**src/rtl/i2c_xfer_sched.sv**
```systemverilog
// Two-port round-robin I2C register-transaction scheduler. Expands one accepted
// request into the i2c_master command sequence and returns data plus a status code.
module i2c_xfer_sched #(
   parameter int unsigned MAX_LEN = 4,
   parameter int unsigned TIMEOUT = 2_000_000
) (
   input  logic        clk,
   input  logic        reset,
   input  logic [1:0]  req_valid,
   output logic [1:0]  req_ready,
   input  logic [1:0]  req_rw,
   input  logic [13:0] req_dev,
   input  logic [15:0] req_reg,
   input  logic [5:0]  req_len,
   input  logic [63:0] req_wdata,
   output logic [1:0]  resp_valid,
   output logic [31:0] resp_rdata,
   output logic [1:0]  resp_err,
   output logic        m_start,
   output logic        m_stop,
   output logic        m_write,
   output logic        m_read,
   output logic        m_ack_in,
   output logic [7:0]  m_data_in,
   input  logic [7:0]  m_data_out,
   input  logic        m_done,
   input  logic        m_ack_err,
   output logic        busy
);

   typedef enum logic [2:0] {
      StIdle, StAddrW, StReg, StWdata, StAddrR, StRdata, StStop, StResp
   } state_e;

   state_e      state_q, state_d;
   logic        issued_q, issued_d;   // command levels for the current state are on the bus
   logic        port_q, port_d;
   logic        last_q, last_d;       // port served last; reset value favours port 0
   logic        rw_q, rw_d;
   logic [6:0]  dev_q, dev_d;
   logic [7:0]  reg_q, reg_d;
   logic [2:0]  len_q, len_d;
   logic [31:0] wdata_q, wdata_d;
   logic [2:0]  idx_q, idx_d;
   logic [31:0] wd_q, wd_d;
   logic [1:0]  req_ready_q, req_ready_d;
   logic [1:0]  resp_valid_q, resp_valid_d;
   logic [31:0] rdata_q, rdata_d;
   logic [1:0]  err_q, err_d;
   logic        busy_q, busy_d;
   logic        start_q, start_d, stop_q, stop_d, write_q, write_d;
   logic        read_q, read_d, ack_q, ack_d;
   logic [7:0]  data_q, data_d;

   logic        grant;
   logic [6:0]  dev_sel;
   logic [2:0]  len_raw;
   logic        is_last;
   logic [7:0]  wbyte;
   logic        fin;
   logic [1:0]  fin_err;

   // Arbitration, command sequencing, watchdog and completion
   always_comb begin
      state_d      = state_q;
      issued_d     = issued_q;
      port_d       = port_q;
      last_d       = last_q;
      rw_d         = rw_q;
      dev_d        = dev_q;
      reg_d        = reg_q;
      len_d        = len_q;
      wdata_d      = wdata_q;
      idx_d        = idx_q;
      wd_d         = wd_q;
      req_ready_d  = 2'b00;
      resp_valid_d = 2'b00;
      rdata_d      = rdata_q;
      err_d        = err_q;
      busy_d       = busy_q;
      start_d      = start_q;
      stop_d       = stop_q;
      write_d      = write_q;
      read_d       = read_q;
      ack_d        = ack_q;
      data_d       = data_q;
      grant        = 1'b0;
      dev_sel      = 7'd0;
      len_raw      = 3'd0;
      fin          = 1'b0;
      fin_err      = 2'd0;
      is_last      = (idx_q == len_q - 3'd1);
      wbyte        = 8'(wdata_q >> {idx_q, 3'b000});

      unique case (state_q)
         // RESP arbitrates exactly like IDLE so the next accept can follow resp_valid directly
         StIdle, StResp: begin
            state_d = StIdle;
            if (req_valid != 2'b00) begin
               grant       = (req_valid == 2'b11) ? ~last_q : req_valid[1];
               dev_sel     = grant ? req_dev[13:7] : req_dev[6:0];
               len_raw     = grant ? req_len[5:3] : req_len[2:0];
               port_d      = grant;
               rw_d        = grant ? req_rw[1] : req_rw[0];
               dev_d       = dev_sel;
               reg_d       = grant ? req_reg[15:8] : req_reg[7:0];
               wdata_d     = grant ? req_wdata[63:32] : req_wdata[31:0];
               len_d       = (len_raw == 3'd0 || 32'(len_raw) > MAX_LEN) ? 3'd1 : len_raw;
               idx_d       = 3'd0;
               rdata_d     = 32'd0;
               busy_d      = 1'b1;
               req_ready_d = grant ? 2'b10 : 2'b01;
               state_d     = StAddrW;
               issued_d    = 1'b1;
               wd_d        = 32'd0;
               start_d     = 1'b1;
               write_d     = 1'b1;
               data_d      = {dev_sel, 1'b0};
            end
         end
         default: begin
            if (!issued_q) begin
               // Gap cycle after a drop is over: drive this state's command levels
               issued_d = 1'b1;
               wd_d     = 32'd0;
               case (state_q)
                  StAddrW: begin start_d = 1'b1; write_d = 1'b1; data_d = {dev_q, 1'b0}; end
                  StReg:   begin write_d = 1'b1; data_d = reg_q; end
                  StWdata: begin write_d = 1'b1; data_d = wbyte; end
                  StAddrR: begin start_d = 1'b1; write_d = 1'b1; data_d = {dev_q, 1'b1}; end
                  StRdata: begin read_d = 1'b1; ack_d = is_last; end
                  StStop:  stop_d = 1'b1;
                  default: ;
               endcase
            end else if (m_done) begin
               {start_d, stop_d, write_d, read_d, ack_d} = 5'b0;
               data_d   = 8'd0;
               issued_d = 1'b0;
               wd_d     = 32'd0;
               // The master has already issued STOP after a NACK on any write-type byte
               if (m_ack_err && state_q inside {StAddrW, StReg, StWdata, StAddrR}) begin
                  fin     = 1'b1;
                  fin_err = 2'd1;
               end else begin
                  case (state_q)
                     StAddrW: state_d = StReg;
                     StReg: begin
                        state_d = rw_q ? StAddrR : StWdata;
                        idx_d   = 3'd0;
                     end
                     StWdata: begin
                        if (is_last) state_d = StStop;
                        else         idx_d   = idx_q + 3'd1;
                     end
                     StAddrR: begin
                        state_d = StRdata;
                        idx_d   = 3'd0;
                     end
                     StRdata: begin
                        rdata_d = rdata_q | (32'(m_data_out) << {idx_q, 3'b000});
                        if (is_last) state_d = StStop;
                        else         idx_d   = idx_q + 3'd1;
                     end
                     StStop:  fin = 1'b1;
                     default: ;
                  endcase
               end
            end else if (wd_q >= TIMEOUT) begin
               fin     = 1'b1;
               fin_err = 2'd2;
            end else begin
               wd_d = wd_q + 32'd1;
            end
         end
      endcase

      if (fin) begin
         {start_d, stop_d, write_d, read_d, ack_d} = 5'b0;
         data_d       = 8'd0;
         issued_d     = 1'b0;
         state_d      = StResp;
         resp_valid_d = port_q ? 2'b10 : 2'b01;
         err_d        = fin_err;
         busy_d       = 1'b0;
         last_d       = port_q;
      end
   end

   // State and output registers with synchronous active-low reset
   always_ff @(posedge clk) begin
      if (!reset) begin
         state_q      <= StIdle;
         issued_q     <= 1'b0;
         port_q       <= 1'b0;
         last_q       <= 1'b1;
         rw_q         <= 1'b0;
         dev_q        <= 7'd0;
         reg_q        <= 8'd0;
         len_q        <= 3'd1;
         wdata_q      <= 32'd0;
         idx_q        <= 3'd0;
         wd_q         <= 32'd0;
         req_ready_q  <= 2'b00;
         resp_valid_q <= 2'b00;
         rdata_q      <= 32'd0;
         err_q        <= 2'd0;
         busy_q       <= 1'b0;
         start_q      <= 1'b0;
         stop_q       <= 1'b0;
         write_q      <= 1'b0;
         read_q       <= 1'b0;
         ack_q        <= 1'b0;
         data_q       <= 8'd0;
      end else begin
         state_q      <= state_d;
         issued_q     <= issued_d;
         port_q       <= port_d;
         last_q       <= last_d;
         rw_q         <= rw_d;
         dev_q        <= dev_d;
         reg_q        <= reg_d;
         len_q        <= len_d;
         wdata_q      <= wdata_d;
         idx_q        <= idx_d;
         wd_q         <= wd_d;
         req_ready_q  <= req_ready_d;
         resp_valid_q <= resp_valid_d;
         rdata_q      <= rdata_d;
         err_q        <= err_d;
         busy_q       <= busy_d;
         start_q      <= start_d;
         stop_q       <= stop_d;
         write_q      <= write_d;
         read_q       <= read_d;
         ack_q        <= ack_d;
         data_q       <= data_d;
      end
   end

   assign req_ready  = req_ready_q;
   assign resp_valid = resp_valid_q;
   assign resp_rdata = rdata_q;
   assign resp_err   = err_q;
   assign busy       = busy_q;
   assign m_start    = start_q;
   assign m_stop     = stop_q;
   assign m_write    = write_q;
   assign m_read     = read_q;
   assign m_ack_in   = ack_q;
   assign m_data_in  = data_q;

endmodule

```
**config.mk**
```make
export PLATFORM = sky130hd
export DESIGN_NAME = i2c_xfer_sched
export DESIGN_NICKNAME = d
export VERILOG_FILES = /design/src/rtl/i2c_xfer_sched.sv
export SDC_FILE = /design/constraint.sdc
export NUM_CORES = 1
export LEC_CHECK = 0
export BUFFER_PORTS_ARGS = -buffer_cell sky130_fd_sc_hd__buf_2
export CORE_MARGIN = 4
export CORE_UTILIZATION = 57
export DETAILED_ROUTE_END_ITERATION = 16
export HOLD_SLACK_MARGIN = 0.1
export PLACE_DENSITY_LB_ADDON = 0.08
export SLEW_MARGIN = 20
export SYNTH_ARGS = -nofsm -noshare
export SYNTH_HDL_FRONTEND = slang
export SYNTH_SLANG_ARGS = --single-unit
```
**constraint.sdc**
```tcl
create_clock -name clk -period 7.2 [get_ports clk]
set_clock_uncertainty 0.2 [all_clocks]
set_input_delay 0.36 -clock clk [delete_from_list [all_inputs] [get_ports clk]]
set_output_delay 0.36 -clock clk [all_outputs]
set_load 0.01 [all_outputs]
```
[After elaboration in Yosys (flattened, before gate mapping)]
Index checks and enable logic that the tools add are counted.
Word-level totals
  input port bits: 116
  register bits: 144
  logic and storage cells: 154
  output and inout port bits: 52
Cells by class
  shift operators: 2
  reduce and logical (&&, ||, !) cells: 36
  order comparisons: 2
  equality and inequality tests: 17
  muxes and demuxes: 68
  add/subtract/negate cells: 3
  bitwise gates (word level): 4
Operators with widths (number)
  32-bit two-way mux: 11
  3-bit two-way mux: 15
  8-bit two-way mux: 5
  32-bit by 1-bit adder with 32-bit output (second input constant): 1
  32-bit by 21-bit greater-or-equal comparator with 1-bit output (second input constant): 1
  32-bit OR: 1
  8-bit case mux with 4 select lines: 1
  8-bit by 6-bit left shift with 32-bit output: 1
  32-bit by 6-bit >> shifter with 8-bit output: 1
  1-bit two-way mux: 27
  3-bit AND reduction: 6
  3-bit nonzero test: 5
  3-bit equality test (second input constant): 4
  2-bit two-way mux: 6
  3-bit case mux with 4 select lines: 1
  2-bit nonzero test: 6
  6-bit nonzero test: 2
  5-bit AND reduction: 2
  2-bit OR reduction: 5
  3-bit by 2-bit inequality test with 1-bit output (second input constant): 3
  7-bit two-way mux: 1
  3-bit by 2-bit equality test with 1-bit output (second input constant): 2
  3-bit logical NOT: 2
  3-bit case mux with 2 select lines: 1
  other kinds (17): 22

[Logic depth before layout (Yosys ltp)]
Gate-level depths: netlist of the first run.
  depth in word-level cells: 9
  depth in mapped cells: 9
  depth with buffers taken out: 8

[Worst setup path after synthesis of the first run]
OpenSTA, ideal clock, no wires.
  path kind: input-to-reg
  from: input port req_valid[1]
  to: register len_q[0]
  required time: 6.878 ns
  setup time: 0.122 ns
  data arrival time: 2.072 ns
  path buffers: 2
  setup slack: 4.806 ns
  cell stages on the path: 6
  cells stage by stage: a21boi_0 buf_2 buf_1 mux2_2 ha_1 o32a_1
Between the ends
  cells in the longest elaborated chain, start to end: 6
  elaborated cells on any way between the ends: 9
  classes of those cells: 1 x order compare; 1 x eq/ne; 3 x mux; 4 x reduce/logical
RTL lines
  start, declared: RTL line 9  | input logic [1:0] req_valid,
  2-bit equality test: RTL line 100  | grant = (req_valid == 2'b11) ? ~last_q : req_valid[1];
  1-bit two-way mux: RTL line 100
  3-bit two-way mux: RTL line 102  | len_raw = grant ? req_len[5:3] : req_len[2:0];
  3-bit greater-than comparator or 3-bit logical NOT (tied branches): RTL line 108  | len_d = (len_raw == 3'd0 || 32'(len_raw) > MAX_LEN) ? 3'd1 : len_raw;
  1-bit logical OR: RTL line 108
  3-bit two-way mux: RTL line 108
  end signal, assigned: RTL line 222  | len_q <= len_d;
  end, declared: RTL line 42  | logic [2:0] len_q, len_d;
Several ways; a longest one is shown, not always the timed one.
A chain may end at the register's enable or synchronous reset.

[Final worst setup path of the first run]
  from: register state_q[0]
  to: register wdata_q[27]
Between the ends
  cells in the longest elaborated chain, start to end: 3
  elaborated cells on any way between the ends: 4
  classes of those cells: 1 x eq/ne; 3 x reduce/logical
RTL lines
  start, declared: RTL line 35  | state_e state_q, state_d;
  start signal, assigned: RTL line 192  | state_q <= StIdle;
  start signal, assigned: RTL line 215  | state_q <= state_d;
  3-bit equality test or 3-bit logical NOT (tied branches): RTL line 95  | unique case (state_q)
  2-bit OR reduction *: RTL line 95
  2-bit AND reduction (no line) *
  end signal, assigned: RTL line 223  | wdata_q <= wdata_d;
  end, declared: RTL line 43  | logic [31:0] wdata_q, wdata_d;
Every way passes the cells marked *; elsewhere a longest branch is shown, timed or not.

==> results of run 1 <==
==> power by group <==
| group | internal, uW | total [uW] | leakage, uW | switching, uW |
|---|---|---|---|---|
| Sequential | 974 | 1110 | 0.00118 | 137 |
| Combinational | 389 | 988 | 0.00251 | 598 |
| Clock | 513 | 873 | 0.000270 | 360 |
| Total | 1880 | 2970 | 0.00396 | 1100 |
==> flip-flops by register name, summed over array words and instances, names as in the netlist, 3 cells and up <==
name	cells
m_data_in	8
resp_rdata	32
state_q	3
len_q	3
wdata_q	32
wd_q	32
reg_q	8
idx_q	3
dev_q	7
==> final timing paths <==
kind                                 endpoint          start  slack, ns  depth (start not counted)
worst max register to register    wdata_q[27]     state_q[0]       3.87                          6
worst min register to register  resp_valid[0]         port_q       0.25                          1
worst min-delay path              wdata_q[26]  req_wdata[58]       0.11                          4
worst max-delay path              wdata_q[27]     state_q[0]       3.87                          6
==> cell type report <==
cell class	instances	area [um2]	share of cell area
clock buffer	17	425	0.0494
tap	143	179	0.0208
clock inverter	15	161	0.0187
antenna	1	2.50	0.000291
inverter	15	56.3	0.00654
timing repair buffer	221	1370	0.159
sequential	144	2880	0.335
multi-input combinational	515	3540	0.411
==> synth_stat cells, drive strengths merged, types with 3 or more instances <==
| library cell | instances |
|---|---|
| xnor2 | 5 |
| o21ai | 14 |
| buf | 22 |
| a221oi | 7 |
| mux4 | 8 |
| a31oi | 4 |
| and3 | 4 |
| a21oi | 42 |
| a21boi | 6 |
| and2 | 11 |
| clkbuf | 25 |
| o31ai | 5 |
| dfxtp | 144 |
| nor3 | 19 |
| inv | 15 |
| nand2 | 84 |
| mux2i | 49 |
| o22ai | 3 |
| o211ai | 5 |
| xor2 | 11 |
| o32ai | 8 |
| o211a | 48 |
| nand4 | 11 |
| nor4 | 7 |
| or3 | 5 |
| mux2 | 3 |
| a21o | 3 |
| nand3 | 18 |
| ha | 5 |
| nor2 | 92 |
==> metrics by stage <==
stage,util,power [uW]
floorplan,-,1820
global placement,0.657,2020
detailed placement,0.657,2070
CTS,0.753,2970
global route,0.754,3140
finish,0.754,2970
==> routing by layer <==
metal / part of all wire / up-vias / global-route usage
met4: 0.021 / 0 / 0.104
met5: 0 / - / 0
li1: - / 3012 / -
met1: 0.44 / 2959 / 0.349
met2: 0.47 / 231 / 0.422
met3: 0.070 / 32 / 0.0689
==> worst max-delay path: stages, from the launching register on <==
cell and delay (ns):
sky130_fd_sc_hd__dfxtp_1 0.75, sky130_fd_sc_hd__and3_1 0.45, sky130_fd_sc_hd__nor2_1 0.22, sky130_fd_sc_hd__nor2_4 0.66, sky130_fd_sc_hd__buf_4 0.61, sky130_fd_sc_hd__nand2_1 0.14, sky130_fd_sc_hd__o211a_1 0.17
==> kinds of logic after synthesis <==
family | share of synthesized area
multiplexers | 0.106
AO/OA/AOI/OAI | 0.192
flip-flops | 0.433
AND/OR/NAND/NOR | 0.197
XOR/XNOR | 0.0210
buffers and inverters | 0.0398
adder cells (fa/ha/maj) | 0.0109
==> reports/summary.md, run 1 <==
Timing analysis after detailed placement gives a worst setup slack of 3.95 ns. The die is 116 um tall. Setup repair after global routing left no endpoint under its margin. The worst-skew pair later-pin latency is 0.43 ns, and the area of the die is 13,500 um2.

Static leakage power: 0.00396 uW. The via count of the first global-routing pass is 6,025, and the number of hold buffers added after CTS is 51. The logs give 0 ns for the post-route setup TNS and 6,234 for the via count.

The run gives 1,071 as the count of placed standard cells in the final layout, fillers left out. Type of the most critical hold path: in -> reg. At the pin with the least slew margin, the transition time is 1.01 ns. In the layout the commonest cells are 167 x sky130_fd_sc_hd__buf_2, 144 x sky130_fd_sc_hd__dfxtp_1, 91 x sky130_fd_sc_hd__nor2_1, 82 x sky130_fd_sc_hd__nand2_1, 51 x sky130_fd_sc_hd__dlygate4sd3_1.

In this run the clock root is driven by a sky130_fd_sc_hd__clkbuf_16. The clock passes through at most 2 buffers. Area share of the leading cell type in the synthesized netlist: 0.433. The layout-stage area growth over the synthesis result is 29.3%.

The netlist area before placement was 6660 um2; the die width was 116 um. The initial core utilization was 0.583. The cell count after synthesis is 721.

The total of buffers placed on input and output ports is 167, and the via density per instance is 5.82. Synthesized flop and latch total: 144. The tools report the final hold violation count as 0.

After floorplanning, the core was divided into 39 placement rows. The tools report the worst supply voltage drop on vdd as 0.261 mV. The run gives 0.266 as the overall routing resource usage. Number of pins exceeding their max-slew limit in the final report: 0.

In the post-synthesis netlist, the biggest area contributors are sky130_fd_sc_hd__dfxtp_1 43%, sky130_fd_sc_hd__mux2i_1 7.4%, sky130_fd_sc_hd__o211a_1 7.2%, sky130_fd_sc_hd__nor2_1 5.2%, sky130_fd_sc_hd__nand2_1 4.7%. The worst setup path is captured at a flop. Setup violations remaining at the end of the flow were counted as 0. A synthesized cell averages 9.24 um2.

Counting every net in the synthesized netlist gives 842. Clock tree synthesis found a total of 144 sinks. The share of cells above drive strength 1 was 0.249.

The flow ran to the end, and the final reports show no timing, DRC or antenna violations. In this run, CTS created clock tree buffers numbering 17. The I/O pin count is 168, and the core area is 11,400 um2.

The worst setup path is launched from a flop. The maximum number of pins on one net before global-route repair is 70. After clock tree synthesis, the repair step resized 0 gates. Among all flip-flop cells after synthesis, the most frequent one is sky130_fd_sc_hd__dfxtp_1.

The clock slew at the register clock pins of the worst setup and hold paths came out at 0.06 ns. The tools report the normalized max-slew margin as 0.324. Buffers added to address setup during post-CTS repair amount to 0. Data arrives at the worst endpoint at 3.45 ns. The detail-routed net length per standard cell is 16.3 um. The routed design could run at a clock period as short as 3.33 ns.

For this run, design rule violations remaining after detail routing come to 0. In this run, synthesis inferred 0 flip-flops with an integrated enable. The tools report the total congestion overflow after global routing as 0. Across the run, the number of max-cap violations was 0.

The total placed cells including tap cells is 987, and the proportion of synthesized flip-flops having asynchronous set or reset is 0. Across all setup checks in the final design, the least slack found is 3.87 ns. Wires add up to 17,500 um. In this run the power density over the cells is 345 nW/um2. Once layout is done, the placed cells without fillers occupy 8610 um2.

The critical path is of the reg -> reg type. The timing-limited maximum frequency is 300 MHz. The logs give 7.32 ns for the required time of the worst setup path and 478 for the number of design-rule violations left by the first detailed-router iteration.

Number of antenna violations at the first check in global routing: 0. The most common library cell in the layout ignoring fill and taps is sky130_fd_sc_hd__buf_2. The placed cell area is 7510 um2.

Fill cells in the final layout number 847. The number of antenna-violating nets in the routed design is 0. The Yosys step of the flow raised 0 warnings. The run gives 5 as the number of search-and-repair iterations in the first detailed-routing pass. The HPWL after detailed placement is 11,900 um. The largest fanout on the critical path was 62; the count of H-tree levels built during CTS was 4.

On the final layout, the worst hold slack is 0.106 ns. The tools report the share of the yosys chip area belonging to registers as 0.433. The synthesized netlist contains 67 unique library cells. Routability-driven placement finished with a final weighted congestion of 0.932. TritonCTS built the clock tree. The post-route fraction of the period consumed by the critical path was 0.462. sky130_fd_sc_hd__dfxtp_1 takes more of the synthesized area than any other cell. The final layout contains 1,035 nets.

The first global-routing pass estimated 28,600 um of wire.
No activity file was read; power rests on OpenSTA's default activity.
==> run 2, diff against run 1 <==
--- a/config.mk
+++ b/config.mk
@@ -7,7 +7,7 @@
 export LEC_CHECK = 0
 export BUFFER_PORTS_ARGS = -buffer_cell sky130_fd_sc_hd__buf_2
 export CORE_MARGIN = 4
-export CORE_UTILIZATION = 57
+export CORE_UTILIZATION = 48
 export DETAILED_ROUTE_END_ITERATION = 16
 export HOLD_SLACK_MARGIN = 0.1
 export PLACE_DENSITY_LB_ADDON = 0.08
==> constraint.sdc (replaced) <==
create_clock -name clk -period 2.65 [get_ports clk]
set_clock_uncertainty 0.2 [all_clocks]
set_input_delay 0.1325 -clock clk [delete_from_list [all_inputs] [get_ports clk]]
set_output_delay 0.1325 -clock clk [all_outputs]
set_load 0.01 [all_outputs]
==> run 2 against run 1 <==
Final cell count grew 12%. Utilization down 3.7 points. Sequential power grew to 2.7 times the previous value. Count of clock-buffer cells in the layout increased by 2. Global-route usage shrank 1.5 points. Register-to-register slack got worse by 3.7 ns. Flip-flop and latch count unchanged. Largest cell class unchanged.
==> reports/summary.md, run 2 (synthesized netlist as in run 1, its figures left out) <==
The depth of the worst register-to-register path is 6 (unchanged). The run gives 0 (unchanged) as the number of DRC violations after detailed routing. Among all stages on the critical path, the largest delay is contributed by sky130_fd_sc_hd__dlygate4sd3_1. The number of pins exceeding their max-slew limit in the final report was 0 (unchanged).

The timing-limited maximum frequency is 401 MHz (+34%). Total congestion overflow after global routing: 0 (unchanged). The run finished with clean final reports. The die width is 126 um (+8.4%), and the worst endpoint data arrival time is 2.66 ns (-0.79 ns). For the weighted congestion at the end of routability-driven global placement, the log shows 0.925 (-0.80%).

Final-layout fill cell count: 978 (+15%). For the final instance area, the log shows 9620 um2 (+12%). The total of buffers placed on input and output ports works out to 167 (unchanged). The run gives 0 (unchanged) as the final-report setup violation count. Relative to the synthesized area, the layout overhead comes to 44.4%. The run gives 0.497 (-0.0863) as the initial core utilization. The placed cell area was 7820 um2 (+4.2%); the worst supply voltage drop on vdd was 0.654 mV (+150%). The tools report the cell chosen for the clock root as sky130_fd_sc_hd__clkbuf_16. The largest fanout on the critical path was 9 (-85%). The cell count along the critical path was 6 (unchanged); the number of search-and-repair iterations in the first detailed-routing pass was 5 (unchanged). Number of placement rows: 42 (+7.7%). For the number of antenna repair diodes, the log shows 0 (-1).

The share of cells above drive strength 1 was 0.257 (+0.00764). The hold-critical path depth works out to 6 (+2). Most common library cell in the layout ignoring fill and taps: sky130_fd_sc_hd__buf_2. The clock slew at the register clock pins of the worst setup and hold paths was 0.06 ns (about the same); the vertical die dimension was 126 um (+8.4%).

The final critical-path required period is 2.49 ns (-0.837 ns). For the count of H-tree levels built during CTS, the log shows 4 (unchanged). In this run the most critical hold path is launched from m_ack_err. The signal on the critical path passes through and3_1 -> nor2_2 -> nor2_4 -> nand2_1 -> a21boi_0 -> dlygate4sd3_1.

The via count is 6,664 (+6.9%). The run gives 2 (unchanged) as the maximum clock insertion buffer count. TritonCTS built the clock tree. The core area was 13,400 um2 (+17%). The global-route wire length before repair is 32,700 um (+14%).

STA classifies the critical path startpoint as a flop. The type of the most critical hold path is in -> reg. The run gives 0.00444 uW (+12%) as the static leakage power.

The via density per instance was 5.55 (-4.6%). Overall routing resource usage: 0.252 (-0.0145). The number of antenna violations at the first check in global routing is 0 (unchanged), and the number of antenna-violating nets in the routed design is 0 (unchanged).

The logs give 3530 um2 (-0.11%) for the footprint of the multi-input gates and 19,900 um (+14%) for the final wirelength. The tools report the max-capacitance violation count as 0 (unchanged). The tools report the required time of the worst setup path as 2.82 ns (-4.50 ns). The number of buffer and inverter stages on the critical path was 1 (unchanged). The critical path starts at state_q[0]. The tools report the type of element capturing the critical path as a flop.

The logs give 13,100 um (+10%) for the detailed-placement wirelength estimate and 144 (unchanged) for the number of sinks driven by the clock tree. The largest stage delay on the critical path is 0.56 ns (-0.19 ns), and the area of the die is 15,800 um2 (+17%). In the layout the commonest cells are 167 x sky130_fd_sc_hd__buf_2, 144 x sky130_fd_sc_hd__dfxtp_1, 115 x sky130_fd_sc_hd__dlygate4sd3_1, 90 x sky130_fd_sc_hd__nor2_1, 83 x sky130_fd_sc_hd__nand2_1. In this run the critical register-to-register path is launched from state_q[0].

Post-route fraction of the period consumed by the critical path: 0.940 (+0.478). The kind of cell adding the most delay to the critical path is simple AND/OR/NAND/NOR gates. The register cell area after layout was 2880 um2 (unchanged); the worst-skew pair later-pin latency was 0.42 ns (about the same).

The I/O pin count is 168 (unchanged), and the total CTS buffers is 17 (unchanged). The number of design-rule violations left by the first detailed-router iteration came out at 479 (+0.21%). The final core utilization was 0.718 (-0.0366); the cell area power density was 899 nW/um2 (+160%). The normalized max-slew margin is 0.606 (+0.281), and the slew at the pin with the worst max-slew slack is 0.577 ns (-0.435 ns). The detail-routed net length per standard cell was 16.6 um (+1.6%).

The post-layout net count was 1,132 (+9.4%); the power consumption was 8640 uW (+190%). The critical path in this run is classified as reg -> reg. The run gives 46 (-34%) as the maximum number of pins on one net before global-route repair. The tools report the worst hold margin as 0.146 ns (+0.0400 ns).

The via count of the first global-routing pass is 6,771 (+12%), and the final hold violation count is 0 (unchanged).
==> run 2: timing repair <==
item	CTS	global route
endpoints found under the setup margin	0	18
hold buffers	115	0
buffers inserted	0	2
resized for setup	0	1
hold endpoints to repair	105	0
==> run 2: where the power goes <==
part / internal, uW / switching [uW] / total [uW] / leakage (uW)
logic: 1350 / 1820 / 3170 / 0.00296
clock network: 1550 / 955 / 2510 / 0.000308
registers: 2650 / 317 / 2960 / 0.00118
total: 5550 / 3090 / 8640 / 0.00444
==> run 2: worst paths after layout <==
kind                                    end  slack, ns
worst min-delay path            resp_err[0]       0.15
worst min register to register  resp_err[0]       0.26
worst max register to register     len_q[2]       0.16
worst max-delay path               len_q[2]       0.16
==> run 2: through the flow <==
step	setup TNS, ns	cells	worst slack (ns)
after CTS	0	1198	0.0570
final	0	1200	0.159
after global placement	0	1051	0.285
after global routing	-0.000635	1200	-0.000635
after floorplan	0	721	0.345
after detailed placement	0	1051	0.241
==> run 2: worst register-to-register path: cells and delay by family (launching register included) <==
family,cells,cell delay (ns)
AND/OR/NAND/NOR,4,1.00
buffers and inverters,1,0.56
flip-flops,1,0.52
AO/OA/AOI/OAI,1,0.15
==> run 2: cell type report <==
class                      instances  area share
inverter                          15     0.00585
multi-input combinational        515       0.367
timing repair buffer             318       0.239
sequential                       144       0.300
tap                              176      0.0229
clock inverter                    13      0.0185
clock buffer                      19      0.0471
==> run 2: metal layers <==
| metal | global-route usage | part of all wire | vias up |
|---|---|---|---|
| met4 | 0.0877 | 0.021 | 0 |
| met5 | 0 | 0 | - |
| met2 | 0.422 | 0.48 | 262 |
| li1 | - | - | 3204 |
| met3 | 0.0720 | 0.069 | 41 |
| met1 | 0.311 | 0.43 | 3157 |
